File: src/rtl/ws2812_frame_tx.sv
// WS2812-class serial transmitter for a single-lit-pixel frame.
// A start captures the lit position, sends NUM_LEDS GRB words MSB first,
// holds the line low for the latch gap and pulses done for one cycle.
module ws2812_frame_tx #(
    parameter int          NUM_LEDS     = 51,
    parameter int          T0H          = 40,
    parameter int          T0L          = 85,
    parameter int          T1H          = 80,
    parameter int          T1L          = 45,
    parameter int          RESET_CYCLES = 5000,
    parameter logic [23:0] ON_COLOR     = 24'h0000FF,
    parameter logic [23:0] OFF_COLOR    = 24'h000000
) (
    input  logic                         clk_in,
    input  logic                         rst_in,
    input  logic                         start,
    input  logic [$clog2(NUM_LEDS):0]    position,
    output logic                         busy,
    output logic                         done,
    output logic                         signal_out
);

    localparam int PW    = $clog2(NUM_LEDS) + 1;
    localparam int MAX_A = (T0H > T0L) ? T0H : T0L;
    localparam int MAX_B = (T1H > T1L) ? T1H : T1L;
    localparam int MAX_C = (MAX_A > MAX_B) ? MAX_A : MAX_B;
    localparam int MAXT  = (MAX_C > RESET_CYCLES) ? MAX_C : RESET_CYCLES;
    localparam int CW    = $clog2(MAXT + 1);

    // Phase lengths stored as terminal counts (length - 1).
    localparam logic [CW-1:0] T0H_M1   = CW'(T0H - 1);
    localparam logic [CW-1:0] T0L_M1   = CW'(T0L - 1);
    localparam logic [CW-1:0] T1H_M1   = CW'(T1H - 1);
    localparam logic [CW-1:0] T1L_M1   = CW'(T1L - 1);
    localparam logic [CW-1:0] GAP_M1   = CW'(RESET_CYCLES - 1);
    localparam logic [PW-1:0] LAST_PIX = PW'(NUM_LEDS - 1);

    typedef enum logic [1:0] {IDLE, BIT_HIGH, BIT_LOW, RESET_GAP} state_t;

    state_t          state, state_d;
    logic [CW-1:0]   cnt;
    logic [4:0]      bit_idx;
    logic [PW-1:0]   pixel_idx;
    logic [PW-1:0]   pos_q;
    logic [23:0]     word_q;
    logic            cur_bit;
    logic [CW-1:0]   t_hi, t_lo;
    logic            accept, adv_bit, adv_pix, done_d;

    assign cur_bit = word_q[bit_idx];
    assign t_hi    = cur_bit ? T1H_M1 : T0H_M1;
    assign t_lo    = cur_bit ? T1L_M1 : T0L_M1;

    // State register.
    always_ff @(posedge clk_in or posedge rst_in) begin
        if (rst_in) state <= IDLE;
        else        state <= state_d;
    end

    // Next-state logic and per-cycle datapath controls.
    always_comb begin
        state_d = state;
        accept  = 1'b0;
        adv_bit = 1'b0;
        adv_pix = 1'b0;
        done_d  = 1'b0;
        case (state)
            IDLE: begin
                if (start) begin
                    accept  = 1'b1;
                    state_d = BIT_HIGH;
                end
            end
            BIT_HIGH: begin
                if (cnt == t_hi) state_d = BIT_LOW;
            end
            BIT_LOW: begin
                if (cnt == t_lo) begin
                    if (bit_idx != 5'd0) begin
                        adv_bit = 1'b1;
                        state_d = BIT_HIGH;
                    end else if (pixel_idx < LAST_PIX) begin
                        adv_pix = 1'b1;
                        state_d = BIT_HIGH;
                    end else begin
                        state_d = RESET_GAP;
                    end
                end
            end
            RESET_GAP: begin
                if (cnt == GAP_M1) begin
                    state_d = IDLE;
                    done_d  = 1'b1;
                end
            end
            default: state_d = IDLE;
        endcase
    end

    // Phase counter, bit/pixel indices and the word being shifted out.
    always_ff @(posedge clk_in or posedge rst_in) begin
        if (rst_in) begin
            cnt       <= '0;
            bit_idx   <= '0;
            pixel_idx <= '0;
            pos_q     <= '0;
            word_q    <= '0;
        end else begin
            // Counter restarts on every phase change and rests at 0 in IDLE.
            if (state_d != state || state == IDLE) cnt <= '0;
            else                                   cnt <= cnt + CW'(1);
            if (accept) begin
                pos_q     <= position;
                pixel_idx <= '0;
                bit_idx   <= 5'd23;
                word_q    <= (position == PW'(0)) ? ON_COLOR : OFF_COLOR;
            end else if (adv_bit) begin
                bit_idx   <= bit_idx - 5'd1;
            end else if (adv_pix) begin
                pixel_idx <= pixel_idx + PW'(1);
                bit_idx   <= 5'd23;
                word_q    <= ((pixel_idx + PW'(1)) == pos_q) ? ON_COLOR : OFF_COLOR;
            end
        end
    end

    // Registered outputs derived from the upcoming state.
    always_ff @(posedge clk_in or posedge rst_in) begin
        if (rst_in) begin
            signal_out <= 1'b0;
            busy       <= 1'b0;
            done       <= 1'b0;
        end else begin
            signal_out <= (state_d == BIT_HIGH);
            busy       <= (state_d != IDLE);
            done       <= done_d;
        end
    end

endmodule

File: config.mk
export PLATFORM = sky130hd
export DESIGN_NAME = ws2812_frame_tx
export DESIGN_NICKNAME = d
export VERILOG_FILES = /design/src/rtl/ws2812_frame_tx.sv
export SDC_FILE = /design/constraint.sdc
export NUM_CORES = 1
export LEC_CHECK = 0
export BUFFER_PORTS_ARGS = -buffer_cell sky130_fd_sc_hd__buf_4
export CORE_MARGIN = 2
export CORE_UTILIZATION = 45
export DETAILED_ROUTE_END_ITERATION = 16
export SETUP_SLACK_MARGIN = 0.1
export SLEW_MARGIN = 20
export SYNTH_ARGS = -nofsm -noshare
export SYNTH_HDL_FRONTEND = slang
export SYNTH_SLANG_ARGS = --single-unit
export TNS_END_PERCENT = 10
File: constraint.sdc
create_clock -name clk_in -period 3.2 [get_ports clk_in]
set_input_delay 0.8 -clock clk_in [delete_from_list [all_inputs] [get_ports clk_in]]
set_output_delay 0.8 -clock clk_in [all_outputs]
set_load 0.005 [all_outputs]
==> results of run 1 <==
==> cells by family (layout without fill, tap and decap cells) <==
family          Yosys count  in the layout  synth area share
flops                    38             38             0.452
simple gates             82             82             0.227
compound gates           39             39             0.115
mux                      10             10            0.0524
fa+ha+maj                 5              5            0.0286
buf+inv                  18             36            0.0333
xor+xnor                 22             22            0.0916
==> stage by stage <==
stage                     setup slack [ps]  total power, mW
after floorplan                        636            0.548
after global placement                 612            0.567
after detailed placement               429            0.571
after CTS                              412            0.974
after global routing                   289             1.00
final                                  399            0.957
==> layout make-up <==
cell class / count / area share
multi-input combinational: 158 / 0.456
sequential: 38 / 0.399
timing repair buffer: 18 / 0.0567
clock buffer: 5 / 0.0289
tap: 52 / 0.0273
clock inverter: 3 / 0.0168
inverter: 10 / 0.0157
==> layout by cell type, fill, tap and decap left out, drive strengths merged, types with 6 or more instances in the layout <==
cell | Yosys | routed
a21oi | 17 | 17
buf | 1 | 18
dfrtp | 38 | 38
inv | 10 | 10
mux2 | 8 | 8
nand2 | 13 | 13
nand3 | 9 | 9
nand4 | 6 | 6
nor2 | 16 | 16
nor3 | 6 | 6
o21ai | 7 | 7
xnor2 | 14 | 14
xor2 | 8 | 8
==> sequential cells by signal, indices dropped and copies added (netlist names) <==
register / count
cnt: 13
pixel_idx: 7
pos_q: 7
bit_idx: 5
state: 2
busy: 1
done: 1
signal_out: 1
word_q: 1
==> critical path: cells and delay by family (launching register included) <==
kind                     cells  cell delay [ps]
AND/OR/NAND/NOR              4             1860
flip-flops                   1              410
adder cells (fa/ha/maj)      1              200
AO/OA/AOI/OAI                1              170
buffers and inverters        1               90
==> worst paths after layout <==
path / cells after the start / startpoint / end / slack, ps
min reg2reg: 1 / cnt[0] / cnt[0] / 520
max: 7 / bit_idx[0] / pixel_idx[4] / 400
max in group asynchronous: 3 / rst_in / cnt[0] / 2230
min: 1 / cnt[0] / cnt[0] / 520
min in group asynchronous: 3 / rst_in / bit_idx[0] / 610
max reg2reg: 7 / bit_idx[0] / pixel_idx[4] / 400
==> power by group through the flow <==
stage	clock (mW)	combinational, mW	sequential (mW)
after global routing	0.431	0.0664	0.504
after detailed placement	0	0.0597	0.511
after floorplan	0	0.0404	0.507
final	0.396	0.0586	0.502
after CTS	0.412	0.0600	0.502
after global placement	0	0.0567	0.511
==> per-layer routing <==
layer | global-route usage | vias to the layer above | share of wire
li1 | - | 804 | -
met3 | 0.0431 | 6 | 0.033
met1 | 0.215 | 841 | 0.43
met2 | 0.336 | 22 | 0.53
met4 | 0.0566 | 0 | 0.012
met5 | 0 | - | 0
==> flow_summary.toml, run 1 <==
[run_status]
status = "complete, no violations"

[power_and_ir_drop]
p_leak_nw = 1.00
pwr-share-seq = 0.525
switching_share = 0.217
power_switching_mw = 0.208
p_comb_frac = 0.061
power_frac_clock = 0.414
power_density_nw_per_um2 = 401
ir_worst_vdd_v = 0.000185
p_int_mw = 0.749

[clock_tree]
numClockSinks = 38
cts_max_level = 2
worstSkewPairLatency_ps = 290
root_buffer = "clkbuf_8"
cts_tree = "done"
numCtsBuffers = 5
ctsResizeCount = 0
hold_buffers = 0
post-cts-setup-buffers = 0
clk_pin_slew_ps = 80
clockBufferDepth = 2

[worst_setup_path]
worstPathMaxFanout = 8
startpoint_type = "flop"
cp.arrival_ps = 3020
critical-path-max-stage-delay_ps = 670
critPathKind = "flop to flop"
crit_required_ps = 3420
slowest_stage = "or4_1"
path_cells = "inv_1 -> ha_1 -> or4b_1 -> nand3b_4 -> or4_1 -> or3_1 -> a21oi_1"
end_kind = "flop"

[die]
die_y_um = 72.4
fp.dieW_um = 72.4
num_rows = 24
start_util = 0.476
pin_count = 13
core-area_um2 = 4410
die_area_um2 = 5240

[route]
vias_per_cell = 5.89
drt_iter0_drc = 62
routedWlPerCell_um = 15.3
drt_pre_antenna_iters = 4
vias = 1673
postRouteWirelength_um = 4350
drc = 0
antenna_left = 0

[synthesis]
ys_warn_count = 0
ys_ff_latch = 38
synthDominantCellAreaShare = 0.452
synth_cells = 214
synth_area_leaders = "dfrtp_1 45%, xnor2_1 5.8%, mux2_2 4.3%"
synth.most_common_cell = "dfrtp_1"
synth-async-reset-ratio = 1.00
synth.avg_cell_area_um2 = 9.83
synth_flop_cell = "dfrtp_1"
ys_types = 47
synth_largest_area_cell = "dfrtp_1"
syn-num-nets = 228
netlist_top_cells_count = "38 x dfrtp_1, 17 x a21oi_1, 16 x nor2_1"
yosysSeqAreaShare = 0.452
netlist_area_um2 = 2100
synth_edf_count = 0

[sta]
setup_viol = 0
hold_ws_ps = 523
fin_skew_ps = 8.99
min_period_over_period = 0.875
setup_tns_ps = 0
max_freq_mhz = 357
hold_viol_final = 0
slew_headroom = 0.555
report.final.slew_viol_count = 0
worstMarginPinSlew_ps = 663
rsz0062_at_grt = "false"
min_period_ps = 2800

[finish]
drive_gt1_frac = 0.181
final_nets = 245
final_cells = 284
ff_latch_area_um2 = 951
area_growth_pct = 13.4
final_util = 0.540
finish.instance_area_um2 = 2380
antennaDiodeCount = 0
multi_input_area_um2 = 1090
n_fill_cell = 385

[global_routing]
grt_max_degree = 39
grt_antenna_before_repair = 0
overflow = 0
grt_pass1_wl_um = 7580
grt_use_total = 0.185
grt_pass1_vias = 1724

[placed_design]
port_buffers = 12
dpl_cell_area_um2 = 2280
hpwl_um = 3200
dp.cells = 276
gp_congestion = 0.855

[hold_path]
hold_path.class = "flop to flop"

[run]
drv_cap = 0
No activity file was read; power rests on OpenSTA's default activity.
==> run 2: changes to the inputs <==
--- a/config.mk
+++ b/config.mk
@@ -9,6 +9,7 @@
 export CORE_MARGIN = 2
 export CORE_UTILIZATION = 45
 export DETAILED_ROUTE_END_ITERATION = 16
+export PLACE_DENSITY = 0.71
 export SETUP_SLACK_MARGIN = 0.1
 export SLEW_MARGIN = 20
 export SYNTH_ARGS = -nofsm -noshare
==> run 2 against run 1 <==
- register-to-register slack improved by 50 ps
- critical path depth did not move
- via count fell by 2.9%
- clock power rose by 3%
- fmax rose by 2.0%
- sequential power barely moved
- clock skew rose by 2.3 ps
- die area did not move
- cell area fell by 0.31%
- final cell count fell by 0.35%
- combinational power fell by 2%
- non-clock buffer count fell by 1
- largest cell class unchanged
- largest power group unchanged
- highest routed layer unchanged
==> flow_summary.toml, run 2 (synthesized netlist as in run 1, its figures left out) <==
[run_status]
status = "complete, no violations"

[placed_design]
hpwl_um = 2930
dp_slack_ps = 471
port_buffers = 12
gp_congestion = 0.853

[worst_setup_path]
path_cells = "inv_1 -> ha_1 -> or4b_1 -> nand3b_4 -> or4_1 -> or3_1 -> a21oi_1"
end_kind = "flop"
slowest_stage = "or4_1"
critPathKind = "flop to flop"
worst-r2r-setup-slack_ps = 450
worstPathMaxFanout = 8
startpoint = "bit_idx[0]"
cp.arrival_ps = 2980
rr_startpoint = "bit_idx[0]"
crit_required_ps = 3430
startpoint_type = "flop"
timing.rr.end = "pixel_idx[4]"
r2r.worst_path.cells = 7
critical-path-max-stage-delay_ps = 670

[sta]
report.final.slew_viol_count = 0
rsz0062_at_grt = "false"
hold_ws_ps = 513
worstMarginPinSlew_ps = 811
min_period_over_period = 0.858
fin_skew_ps = 11.3
max_freq_mhz = 364
setup_viol = 0
setup_tns_ps = 0
slew_headroom = 0.452
hold_viol_final = 0
setup_slack_ps = 453
min_period_ps = 2750

[power_and_ir_drop]
power_density_nw_per_um2 = 406
ir_worst_vdd_v = 0.000340
switching_share = 0.224
p_comb_frac = 0.059
pwr-share-seq = 0.520
power_frac_clock = 0.421
power_switching_mw = 0.216
p_leak_nw = 0.997
p_int_mw = 0.748

[finish]
drive_gt1_frac = 0.177
area_growth_pct = 13.0
antennaDiodeCount = 0
final_nets = 244
regMostFlops = "cnt"
final_util = 0.539
largest_reg_flops = 13
n_fill_cell = 382
final_cell_mix = "38 x dfrtp_1, 17 x a21oi_1, 17 x buf_4"
reg.largest.list = "cnt: 13 flops, pixel_idx: 7 flops, pos_q: 7 flops"
final_common_cell = "dfrtp_1"

[global_routing]
grt_pass1_vias = 1567
grt_max_degree = 39
overflow = 0
grt_antenna_before_repair = 0
grt_pass1_wl_um = 7070
grt_use_total = 0.173

[clock_tree]
ctsResizeCount = 0
hold_buffers = 0
numClockSinks = 38
clk_pin_slew_ps = 80
numCtsBuffers = 5
worstSkewPairLatency_ps = 300
clockBufferDepth = 2
root_buffer = "clkbuf_8"
cts_max_level = 2
post-cts-setup-buffers = 0
cts_tree = "done"

[route]
vias_per_cell = 5.74
vias = 1624
routedWlPerCell_um = 14.6
drc = 0
drt_pre_antenna_iters = 4
antenna_left = 0
drt_iter0_drc = 74
postRouteWirelength_um = 4130

[die]
core-area_um2 = 4410
pin_count = 13
die_area_um2 = 5240
start_util = 0.476
num_rows = 24
fp.dieW_um = 72.4
die_y_um = 72.4

[hold_path]
hold_path_depth = 1
hp-start = "cnt[0]"
hold_path.class = "flop to flop"
min_to = "cnt[0]"

[run]
drv_cap = 0
[run 2: cell count changes in the layout (fill, tap and decap cells not counted)]
cell / change
buf_4: -1
[run 2: through the flow]
step	std cells	area, um^2	power [mW]
floorplan	214	2100	0.548
global placement	275	2270	0.567
detailed placement	275	2270	0.569
CTS	283	2380	0.978
global route	283	2380	1.00
finish	283	2380	0.964
[run 2: worst max-delay path, delay by kind of cell (launching register included)]
kind,cells,cell delay (ps)
flip-flops,1,400
AO/OA/AOI/OAI,1,140
adder cells (fa/ha/maj),1,200
AND/OR/NAND/NOR,4,1850
buffers and inverters,1,90
[run 2: power groups by stage]
stage | logic [mW] | clock network [mW] | registers (mW)
after floorplan | 0.0404 | 0 | 0.507
final | 0.0573 | 0.406 | 0.501
after global routing | 0.0651 | 0.437 | 0.503
after detailed placement | 0.0583 | 0 | 0.511
after CTS | 0.0586 | 0.418 | 0.501
after global placement | 0.0569 | 0 | 0.510
[run 2: area by class of cell]
class	count	area, um^2	share of cell area
clock buffer	5	68.8	0.0289
clock inverter	3	40.0	0.0168
inverter	10	37.5	0.0158
multi-input combinational	158	1090	0.457
sequential	38	951	0.400
tap	52	65.1	0.0274
timing repair buffer	17	128	0.0537
[run 2: how the worst max path moves through the flow]
stage | cells past startpoint | to | slack (ps)
6_report | 7 | pixel_idx[4] | 450
5_1_grt | 7 | pixel_idx[4] | 280
4_1_cts | 7 | pixel_idx[3] | 460
3_5_place_dp | 7 | pixel_idx[3] | 470
3_3_place_gp | 7 | pixel_idx[3] | 550
2_1_floorplan | 9 | pixel_idx[3] | 640
[run 2: metal layers]
layer	routed length, um	global-route usage	up-vias
met1	1990	0.229	798
met2	1980	0.270	22
met5	0	0	-
li1	-	-	800
met4	33	0.0566	0
met3	136	0.0542	4
==> run 3: changes to the inputs <==
--- a/config.mk
+++ b/config.mk
@@ -6,6 +6,7 @@
 export NUM_CORES = 1
 export LEC_CHECK = 0
 export BUFFER_PORTS_ARGS = -buffer_cell sky130_fd_sc_hd__buf_4
+export CORE_ASPECT_RATIO = 0.6
 export CORE_MARGIN = 2
 export CORE_UTILIZATION = 45
 export DETAILED_ROUTE_END_ITERATION = 16
==> constraint.sdc (replaced) <==
create_clock -name clk_in -period 3 [get_ports clk_in]
set_input_delay 0.75 -clock clk_in [delete_from_list [all_inputs] [get_ports clk_in]]
set_output_delay 0.75 -clock clk_in [all_outputs]
set_load 0.005 [all_outputs]
==> run 3 against run 2 <==
- cell area increased by 1.6%
- final cell count increased by 5.7%
- setup slack got worse by 97 ps
- sequential power increased by 6.8%
- total power increased by 0.64%
- clock power decreased by 8.1%
- worst hold slack got worse by 9.7 ps
- via count decreased by 0.37%
- first-iteration DRC count increased by 74%
- die area increased by 0.34%
- clock skew decreased by 7.1 ps
- critical path type unchanged
- highest routed layer unchanged
==> flow_summary.toml, run 3 (synthesized netlist as in run 1, its figures left out) <==
[worst_setup_path]
cp.arrival_ps = 2870
worstPathMaxFanout = 8
worst-r2r-setup-slack_ps = 360
critPathKind = "flop to flop"
critical-path-max-stage-delay_ps = 660
slowest_stage = "or4_1"
end_kind = "flop"
startpoint = "bit_idx[0]"
path_cells = "inv_1 -> ha_1 -> or4b_1 -> nand3b_4 -> or4_1 -> or3_1 -> a21oi_1"
startpoint_type = "flop"
rr_startpoint = "bit_idx[0]"
crit_required_ps = 3230
cp-endpoint = "pixel_idx[3]"
r2r.worst_path.cells = 7
timing.rr.end = "pixel_idx[3]"

[power_and_ir_drop]
p_leak_nw = 1.01
ir_worst_vdd_v = 0.000249
power_mw = 0.971
p_int_mw = 0.739
power_frac_clock = 0.385
switching_share = 0.239
pwr-share-seq = 0.551
power_density_nw_per_um2 = 402
power_switching_mw = 0.232
p_comb_frac = 0.064

[finish]
final_nets = 249
reg.largest.list = "cnt: 13 flops, pixel_idx: 7 flops, pos_q: 7 flops"
antennaDiodeCount = 0
final_cell_mix = "38 x dfrtp_1, 22 x buf_4, 17 x a21oi_1"
regMostFlops = "cnt"
largest_reg_flops = 13
area_growth_pct = 14.8
final_common_cell = "dfrtp_1"
drive_gt1_frac = 0.195

[die]
fp.dieW_um = 92.3
die_area_um2 = 5250
num_rows = 19
die_y_um = 57.0
pin_count = 13
core-area_um2 = 4540
start_util = 0.463

[route]
antenna_left = 0
drc = 0
postRouteWirelength_um = 4190
drt_iter0_drc = 129
drt_pre_antenna_iters = 4
routedWlPerCell_um = 14.0
vias = 1618
vias_per_cell = 5.41

[sta]
rsz0062_at_grt = "false"
fin_skew_ps = 4.17
hold_viol_final = 0
min_period_over_period = 0.881
slew_headroom = 0.633
report.final.slew_viol_count = 0
min_period_ps = 2640
setup_viol = 0
worstMarginPinSlew_ps = 546
setup_tns_ps = 0
max_freq_mhz = 378

[global_routing]
grt_pass1_wl_um = 7140
grt_use_total = 0.176
grt_antenna_before_repair = 0
grt_max_degree = 39
overflow = 0
grt_pass1_vias = 1448

[run_status]
status = "complete, no violations"

[clock_tree]
numClockSinks = 38
worstSkewPairLatency_ps = 300
numCtsBuffers = 5
hold_buffers = 0
clk_pin_slew_ps = 80
post-cts-setup-buffers = 0
ctsResizeCount = 0
root_buffer = "clkbuf_8"
clockBufferDepth = 2
cts_max_level = 2
cts_tree = "done"

[placed_design]
gp_congestion = 0.826
port_buffers = 12
hpwl_um = 3110

[hold_path]
hold_path.class = "flop to flop"

[run]
drv_cap = 0
[run 3: cell count changes in the layout (fill, tap and decap cells not counted), sizes merged]
cell	delta
buf	+5
clkinv	-1
clkinvlp	+1
bufinv	-1
clkbuf	+1
[run 3: layer usage]
| layer | up-vias | global-route usage | wire length (um) | part of all wire |
|---|---|---|---|---|
| li1 | 810 | - | - | - |
| met1 | 762 | 0.291 | 2370 | 0.57 |
| met2 | 38 | 0.206 | 1510 | 0.36 |
| met3 | 8 | 0.0515 | 240 | 0.057 |
| met4 | 0 | 0.0725 | 64 | 0.015 |
| met5 | - | 0 | 0 | 0 |
[run 3: area by class of cell]
cell class | count | area, um^2
Multi-Input combinational cell | 158 | 1090
Inverter | 10 | 37.5
Clock buffer | 6 | 82.6
Tap cell | 63 | 78.8
Fill cell | 420 | 2130
Sequential cell | 38 | 951
Timing Repair Buffer | 22 | 165
Clock inverter | 2 | 12.5
[run 3: metrics by stage]
stage          hold WS (ps)  worst slack [ps]  cell area, um^2  std cells  utilization
2_1_floorplan           468               436             2100        214            -
3_3_place_gp            487               445             2320        291        0.511
3_5_place_dp            494               384             2320        291        0.511
4_1_cts                 505               337             2410        299        0.532
5_1_grt                 551               176             2410        299        0.532
6_report                503               356             2410        299        0.532
[run 3: power by group through the flow]
| stage | clock (mW) | combinational, mW | sequential (mW) |
|---|---|---|---|
| 3_3_place_gp | 0 | 0.0618 | 0.545 |
| 5_1_grt | 0.406 | 0.0711 | 0.537 |
| 2_1_floorplan | 0 | 0.0430 | 0.541 |
| 4_1_cts | 0.388 | 0.0638 | 0.534 |
| 3_5_place_dp | 0 | 0.0636 | 0.545 |
| 6_report | 0.373 | 0.0625 | 0.535 |
[run 3: worst min-delay path by stage]
| stage | start | to | slack (ps) | cells past startpoint |
|---|---|---|---|---|
| 6_report | cnt[0] | cnt[0] | 500 | 1 |
| 4_1_cts | cnt[0] | cnt[0] | 510 | 1 |
| 3_5_place_dp | cnt[0] | cnt[0] | 490 | 1 |
| 2_1_floorplan | cnt[0] | cnt[0] | 470 | 1 |
| 3_3_place_gp | cnt[0] | cnt[0] | 490 | 1 |
| 5_1_grt | cnt[0] | cnt[0] | 550 | 1 |
[run 3: critical path, delay by kind of cell (launching register included)]
kind	cells	cell delay, ps
buf+inv	1	90
flops	1	410
compound gates	1	140
fa+ha+maj	1	200
simple gates	4	1740
